**src/rtl/fifo_rd_stream.sv**
```systemverilog
// fifo_rd_stream: turns a first-word-fall-through FIFO read port into a valid/ready stream
// through a two-entry skid buffer.
// Ports: rclk/rrst_n clock and async active-low reset; rempty/rdata/rinc FIFO read side;
// out_valid/out_ready/out_data downstream stream; rd_cnt accepted-word count (FIFO_RD_STAT_EN only).
module fifo_rd_stream #(
   parameter int DSIZE = 8
) (
   input  logic             rclk,
   input  logic             rrst_n,
   input  logic             rempty,
   input  logic [DSIZE-1:0] rdata,
   output logic             rinc,
   output logic             out_valid,
   input  logic             out_ready,
   output logic [DSIZE-1:0] out_data
`ifdef FIFO_RD_STAT_EN
   ,output logic [15:0]     rd_cnt
`endif
);
   typedef enum logic [1:0] {EMPTY = 2'd0, ONE = 2'd1, FULL = 2'd2} state_t;
   state_t           state, state_n;
   logic [DSIZE-1:0] head, skid, head_n, skid_n;
   logic             push, pop;
   // Pop strobe depends only on registered occupancy, so out_ready never reaches the FIFO.
   assign rinc      = rrst_n && !rempty && (state != FULL);
   assign push      = rinc;
   assign pop       = out_valid && out_ready;
   assign out_valid = state != EMPTY;
   assign out_data  = head;
   always_comb begin
      state_n = state == EMPTY ? (push ? ONE : EMPTY)
              : state == ONE   ? (push && !pop ? FULL : (!push && pop ? EMPTY : ONE))
              : (pop ? ONE : FULL);
      head_n  = ((state == EMPTY && push) || (state == ONE && push && pop)) ? rdata
              : (state == FULL && pop) ? skid : head;
      skid_n  = (state == ONE && push && !pop) ? rdata : skid;
   end
   always_ff @(posedge rclk or negedge rrst_n) begin
      if (!rrst_n) begin
         state <= EMPTY;
         head  <= '0;
         skid  <= '0;
      end else begin
         state <= state_n;
         head  <= head_n;
         skid  <= skid_n;
      end
   end
`ifdef FIFO_RD_STAT_EN
   always_ff @(posedge rclk or negedge rrst_n) begin
      if (!rrst_n) rd_cnt <= '0;
      else if (pop) rd_cnt <= rd_cnt + 16'd1;
   end
`endif
endmodule

```
**config.mk**
```make
export PLATFORM = sky130hd
export DESIGN_NAME = fifo_rd_stream
export DESIGN_NICKNAME = d
export VERILOG_FILES = /design/src/rtl/fifo_rd_stream.sv
export SDC_FILE = /design/constraint.sdc
export NUM_CORES = 1
export LEC_CHECK = 0
export CORE_UTILIZATION = 46
export DETAILED_ROUTE_END_ITERATION = 8
export PLACE_DENSITY = 0.72
export SLEW_MARGIN = 20
export SYNTH_ARGS = -nofsm -noshare
export SYNTH_HDL_FRONTEND = slang
export SYNTH_SLANG_ARGS = --single-unit
```
**constraint.sdc**
```tcl
create_clock -name rclk -period 1.9 [get_ports rclk]
set_clock_uncertainty 0.1 [all_clocks]
set_input_delay 0.57 -clock rclk [delete_from_list [all_inputs] [get_ports rclk]]
set_output_delay 0.57 -clock rclk [all_outputs]
set_load 0.01 [all_outputs]
```
==> results.yml, run 1 <==
pwr:
  swShare_pct: 29.9
  p_leak_nw: 0.546
  pwr-share-seq_pct: 41.4
  comb_power_share_pct: 46.7
  intPower_mw: 1.11
  pwr-share-clk_pct: 11.9
  vdd_drop_max_v: 0.000802
  power_switching_mw: 0.475
  power.density_mw_per_mm2: 1350
yosys:
  synth_cell_types: 16
  ys_seq_area_share_pct: 52.7
  ys_seq_elements: 18
  synthCells: 61
  synthesis.area_sq_um: 855
  yosys_warnings: 0
  syn_avg_cell_area_sq_um: 14.0
  syn-num-nets: 74
final_layout:
  final_cell_mix: "mux2_2, dfrtp_1, clkdlybuf4s50_1"
  fin_area_sq_mm: 0.00118
  areaGrowthSynthToFinish_pct: 38.1
  fillers: 146
  drive_gt1_share_pct: 50.0
  seqCellArea_sq_um: 450
  final_net_count: 107
  fin_cells: 117
  layout_commonest_cell: "mux2_2"
  multi_input_area_sq_um: 399
  antenna_cells: 0
worst_setup_path:
  arrival_ps: 1180
  crit_required_ps: 1230
  cp_max_fo: 2
  crit_type: "reg2out"
  endpoint_kind: "primary output"
  cp-start-kind: "flip-flop"
  crit_slowest_cell: "clkdlybuf4s50_1"
  crit_chain: "clkdlybuf4s50_1"
  max_stage_delay_ps: 530
  critPathTopFamily: "buffers and inverters"
  path_buf_inv: 1
routing:
  dr.pass1.iters: 4
  vias: 588
  drt_iter0_markers: 9
  drc: 0
  drt-total-wl_mm: 1.62
  vias_per_cell: 5.03
  routedWlPerCell_microns: 13.8
  ant_nets: 0
global_route:
  grt_usage_pct: 18.8
  grt_first_pass_wirelength_mm: 2.62
  grt_overflow_total: 0
  grt_pass1_vias: 572
  antenna_found_initial: 0
  grt_max_degree: 20
status:
  status: "completed"
clock_tree:
  hold_buffers: 0
  cts.sinks: 18
  cts_max_level: 1
  numCtsBuffers: 3
  cts_root_buffer: "clkbuf_4"
  clk_latency_ps: 290
  clkTransAtPathRegs_ps: 100
  cts_tree: "done"
  cts_buffer_depth: 2
flow_run:
  cap_violations: 0
die:
  ios: 22
  core_area_sq_mm: 0.00173
  die_w_microns: 45.1
  rows: 15
  floorplan.initialDensity_pct: 49.5
  die_height_microns: 45.1
  dieArea_sq_mm: 0.00203
sta:
  final.min_clock_period_ps: 1850
  final-setup-viol-count: 0
  maxSlewViolCount: 0
  fmax_mhz: 540
  hold_viol_final: 0
  worst-slew-pin-transition_ps: 463
  rsz0062_at_grt: "false"
  tns_ps: 0
  slew_headroom_pct: 69.1
  period_share_pct: 97.5
place:
  dpl.hpwl_mm: 1.15
  gp_congestion: 0.800
  dp.cells: 113
  port_buffers: 21
  placed_cell_area_sq_mm: 0.00115
hold_path:
  min_path_type: "in2async"
[cells by family after synthesis]
logic type	after synthesis	synth area share [%]
flops	18	52.7
fa+ha+maj	1	1.46
buf+inv	4	2.05
simple gates	8	7.47
mux	25	32.9
compound gates	5	3.37
[path summary, 6_finish.rpt]
kind,startpoint,depth (start not counted),end,slack [ps]
setup / recovery,out_data[7]$_DFFE_PN0P_,1,out_data[7],50
hold / removal,rrst_n,2,out_data[0]$_DFFE_PN0P_,130
setup reg to reg,state[1]$_DFF_PN0_,5,skid[6]$_DFFE_PN0P_,180
hold reg to reg,skid[2]$_DFFE_PN0P_,1,skid[2]$_DFFE_PN0P_,410
max in group asynchronous,rrst_n,2,state[1]$_DFF_PN0_,1370
min in group rclk,skid[2]$_DFFE_PN0P_,1,skid[2]$_DFFE_PN0P_,410
[sequential cells by signal, indices dropped and copies added, names as in the netlist]
| name | count |
|---|---|
| out_data | 8 |
| state | 2 |
| skid | 8 |
[power groups by stage]
| stage | clock [mW] | combinational, mW | sequential [mW] |
|---|---|---|---|
| global route | 0.208 | 0.805 | 0.677 |
| finish | 0.189 | 0.742 | 0.657 |
| floorplan | 0 | 0.371 | 0.696 |
| CTS | 0.194 | 0.754 | 0.657 |
| detailed placement | 0 | 0.743 | 0.669 |
| global placement | 0 | 0.722 | 0.658 |
[worst register-to-register path: stages (launching register included)]
cell	delay [ps]
dfrtp_1	400
buf_4	150
buf_4	150
nor4_4	280
buf_6	180
mux2_2	350
[area by class of cell]
cell class | count | share of cell area (%)
Clock buffer | 3 | 1.91
Inverter | 2 | 0.636
Sequential cell | 18 | 38.2
Multi-Input combinational cell | 39 | 33.8
Tap cell | 25 | 2.65
Timing Repair Buffer | 30 | 22.8
[synth_stat cells (all sizes together)]
cell type	count	area share (%)
clkbuf	1	0.59
or2b	1	0.88
a21oi	2	1.2
buf	1	0.59
o21ai	3	2.2
nor3b	1	0.88
nand3	1	0.59
ha	1	1.5
inv	2	0.88
nand3b	1	1.3
mux2	25	33
nand2	3	1.3
dfrtp	18	53
nor4	1	2.5
[routing by layer]
metal	vias up	routed length, microns	global-route usage [%]
met3	4	47	3.60
met1	289	737	23.6
met5	-	0	0
li1	280	-	-
met2	15	799	30.1
met4	0	34	10.9
[stage by stage]
stage | power, mW | setup slack [ps] | util (%) | hold slack [ps]
2_1_floorplan | 1.07 | 110 | - | 174
3_3_place_gp | 1.38 | -716 | 66.4 | 387
3_5_place_dp | 1.41 | -776 | 66.4 | 394
4_1_cts | 1.61 | 34.4 | 68.0 | 130
5_1_grt | 1.69 | 5.01 | 68.3 | 133
6_report | 1.59 | 47.5 | 68.3 | 130
[timing repair]
item | CTS | global route
buffers inserted | 1 | 0
gates resized for setup | 17 | 3
setup endpoints to repair | 19 | 3
Note: power is estimated with default switching activity, not from simulation.
==> run 2: changes to the inputs <==
CTS_CLUSTER_DIAMETER = 150   (was default)
GPL_ROUTABILITY_DRIVEN = 0   (was default)
REMOVE_ABC_BUFFERS = 1   (was default)
==> run 2 against run 1 <==
Compared with the run above: die area is the same; first-iteration DRC count is 44% lower; global-route usage is 0.83 points lower; clock power decreased by 3%; core utilization fell by 0.51 points; critical path depth stayed put; largest cell class unchanged.
==> results.yml, run 2 (synthesized netlist as in run 1, its figures left out) <==
final_layout:
  areaGrowthSynthToFinish_pct: 37.0
  drive_gt1_share_pct: 48.9
  layout_commonest_cell: "mux2_2"
  final_cell_mix: "mux2_2, dfrtp_1, clkdlybuf4s50_1"
  fin_cells: 117
  antenna_cells: 0
  fin_area_sq_mm: 0.00117
  final_net_count: 107
  final_util_pct: 67.8
place:
  dp.cells: 113
  dpl.hpwl_mm: 1.11
  port_buffers: 21
  placed_cell_area_sq_mm: 0.00115
pwr:
  p_leak_nw: 0.538
  comb_power_share_pct: 46.5
  vdd_drop_max_v: 0.000698
  intPower_mw: 1.11
  swShare_pct: 29.2
  power.density_mw_per_mm2: 1330
  pwr-share-seq_pct: 41.7
  power_switching_mw: 0.455
  pwr-share-clk_pct: 11.8
clock_tree:
  cts_buffer_depth: 2
  clkTransAtPathRegs_ps: 100
  hold_buffers: 0
  cts_max_level: 1
  cts_root_buffer: "clkbuf_4"
  clk_latency_ps: 290
  numCtsBuffers: 3
  cts_tree: "done"
  cts.sinks: 18
sta:
  worst-slew-pin-transition_ps: 487
  period_share_pct: 97.5
  hold_viol_final: 0
  fmax_mhz: 540
  final-setup-viol-count: 0
  maxSlewViolCount: 0
  hold_ws_ps: 129
  tns_ps: 0
  slew_headroom_pct: 67.6
  final.min_clock_period_ps: 1850
global_route:
  grt_first_pass_wirelength_mm: 2.55
  antenna_found_initial: 0
  grt_overflow_total: 0
  grt_pass1_vias: 572
  grt_usage_pct: 17.9
  grt_max_degree: 20
worst_setup_path:
  max_stage_delay_ps: 540
  rrSetupSlack_ps: 150
  rr_endpoint: "out_data[3]$_DFFE_PN0P_"
  crit_type: "reg2out"
  crit_slowest_cell: "clkdlybuf4s50_1"
  arrival_ps: 1180
  cp_max_fo: 2
  reg2reg_from: "state[1]$_DFF_PN0_"
  endpoint_kind: "primary output"
  rr_worst_depth: 5
  crit_required_ps: 1230
  critPathTopFamily: "buffers and inverters"
  cp-start-kind: "flip-flop"
  path_buf_inv: 1
  crit_chain: "clkdlybuf4s50_1"
routing:
  met2WireLength_microns: 786
  vias: 594
  vias_per_cell: 5.08
  drc: 0
  wl_met3_microns: 53
  ant_nets: 0
  drt-total-wl_mm: 1.54
  dr.max_layer_used: "met4"
  drt_iter0_markers: 5
  dr.pass1.iters: 3
  routedWlPerCell_microns: 13.1
  met1_length_microns: 686
die:
  die_height_microns: 45.1
  rows: 15
  dieArea_sq_mm: 0.00203
  ios: 22
  die_w_microns: 45.1
  floorplan.initialDensity_pct: 49.5
  core_area_sq_mm: 0.00173
flow_run:
  cap_violations: 0
status:
  status: "completed"
hold_path:
  min_path_type: "in2async"
-- run 2: layer usage --
layer / vias to the layer above / global-route usage (%)
met5: - / 0
met1: 296 / 23.1
met4: 0 / 9.09
li1: 285 / -
met3: 2 / 3.60
met2: 11 / 28.7
-- run 2: cell type report --
class	instances	area (sq um)
multi-input cells	39	390
inverters	2	7.51
fillers	140	556
flip-flops and latches	18	450
repair buffers	30	269
clock buffers	3	22.5
well taps	25	31.3
-- run 2: stage by stage --
| step | setup WS [ps] | power, mW |
|---|---|---|
| after floorplan | 110 | 1.06 |
| after detailed placement | -739 | 1.40 |
| after global placement | -709 | 1.38 |
| final | 46.7 | 1.56 |
| after CTS | -16.5 | 1.59 |
| after global routing | -11.1 | 1.67 |
-- run 2: power groups by stage --
stage	Clock (mW)	Sequential [mW]	Combinational, mW
floorplan	0	0.705	0.354
global placement	0	0.661	0.719
detailed placement	0	0.667	0.737
CTS	0.200	0.655	0.738
global route	0.209	0.676	0.787
finish	0.184	0.651	0.726
-- run 2: worst max path at each step --
stage                            startpoint                  to  cells after the start
CTS                                  rempty                rinc                      4
detailed placement                   rrst_n                rinc                      4
floorplan                            rrst_n  state[0]$_DFF_PN0_                      6
global route        out_data[2]$_DFFE_PN0P_         out_data[2]                      1
finish              out_data[6]$_DFFE_PN0P_         out_data[6]                      1
global placement                     rrst_n                rinc                      4
-- run 2: timing repair --
item                                    4_1_cts  5_1_grt
gates resized for setup                      10        5
endpoints found under the setup margin       19       20
setup buffers                                 1        0
hold endpoints to repair                      0        0
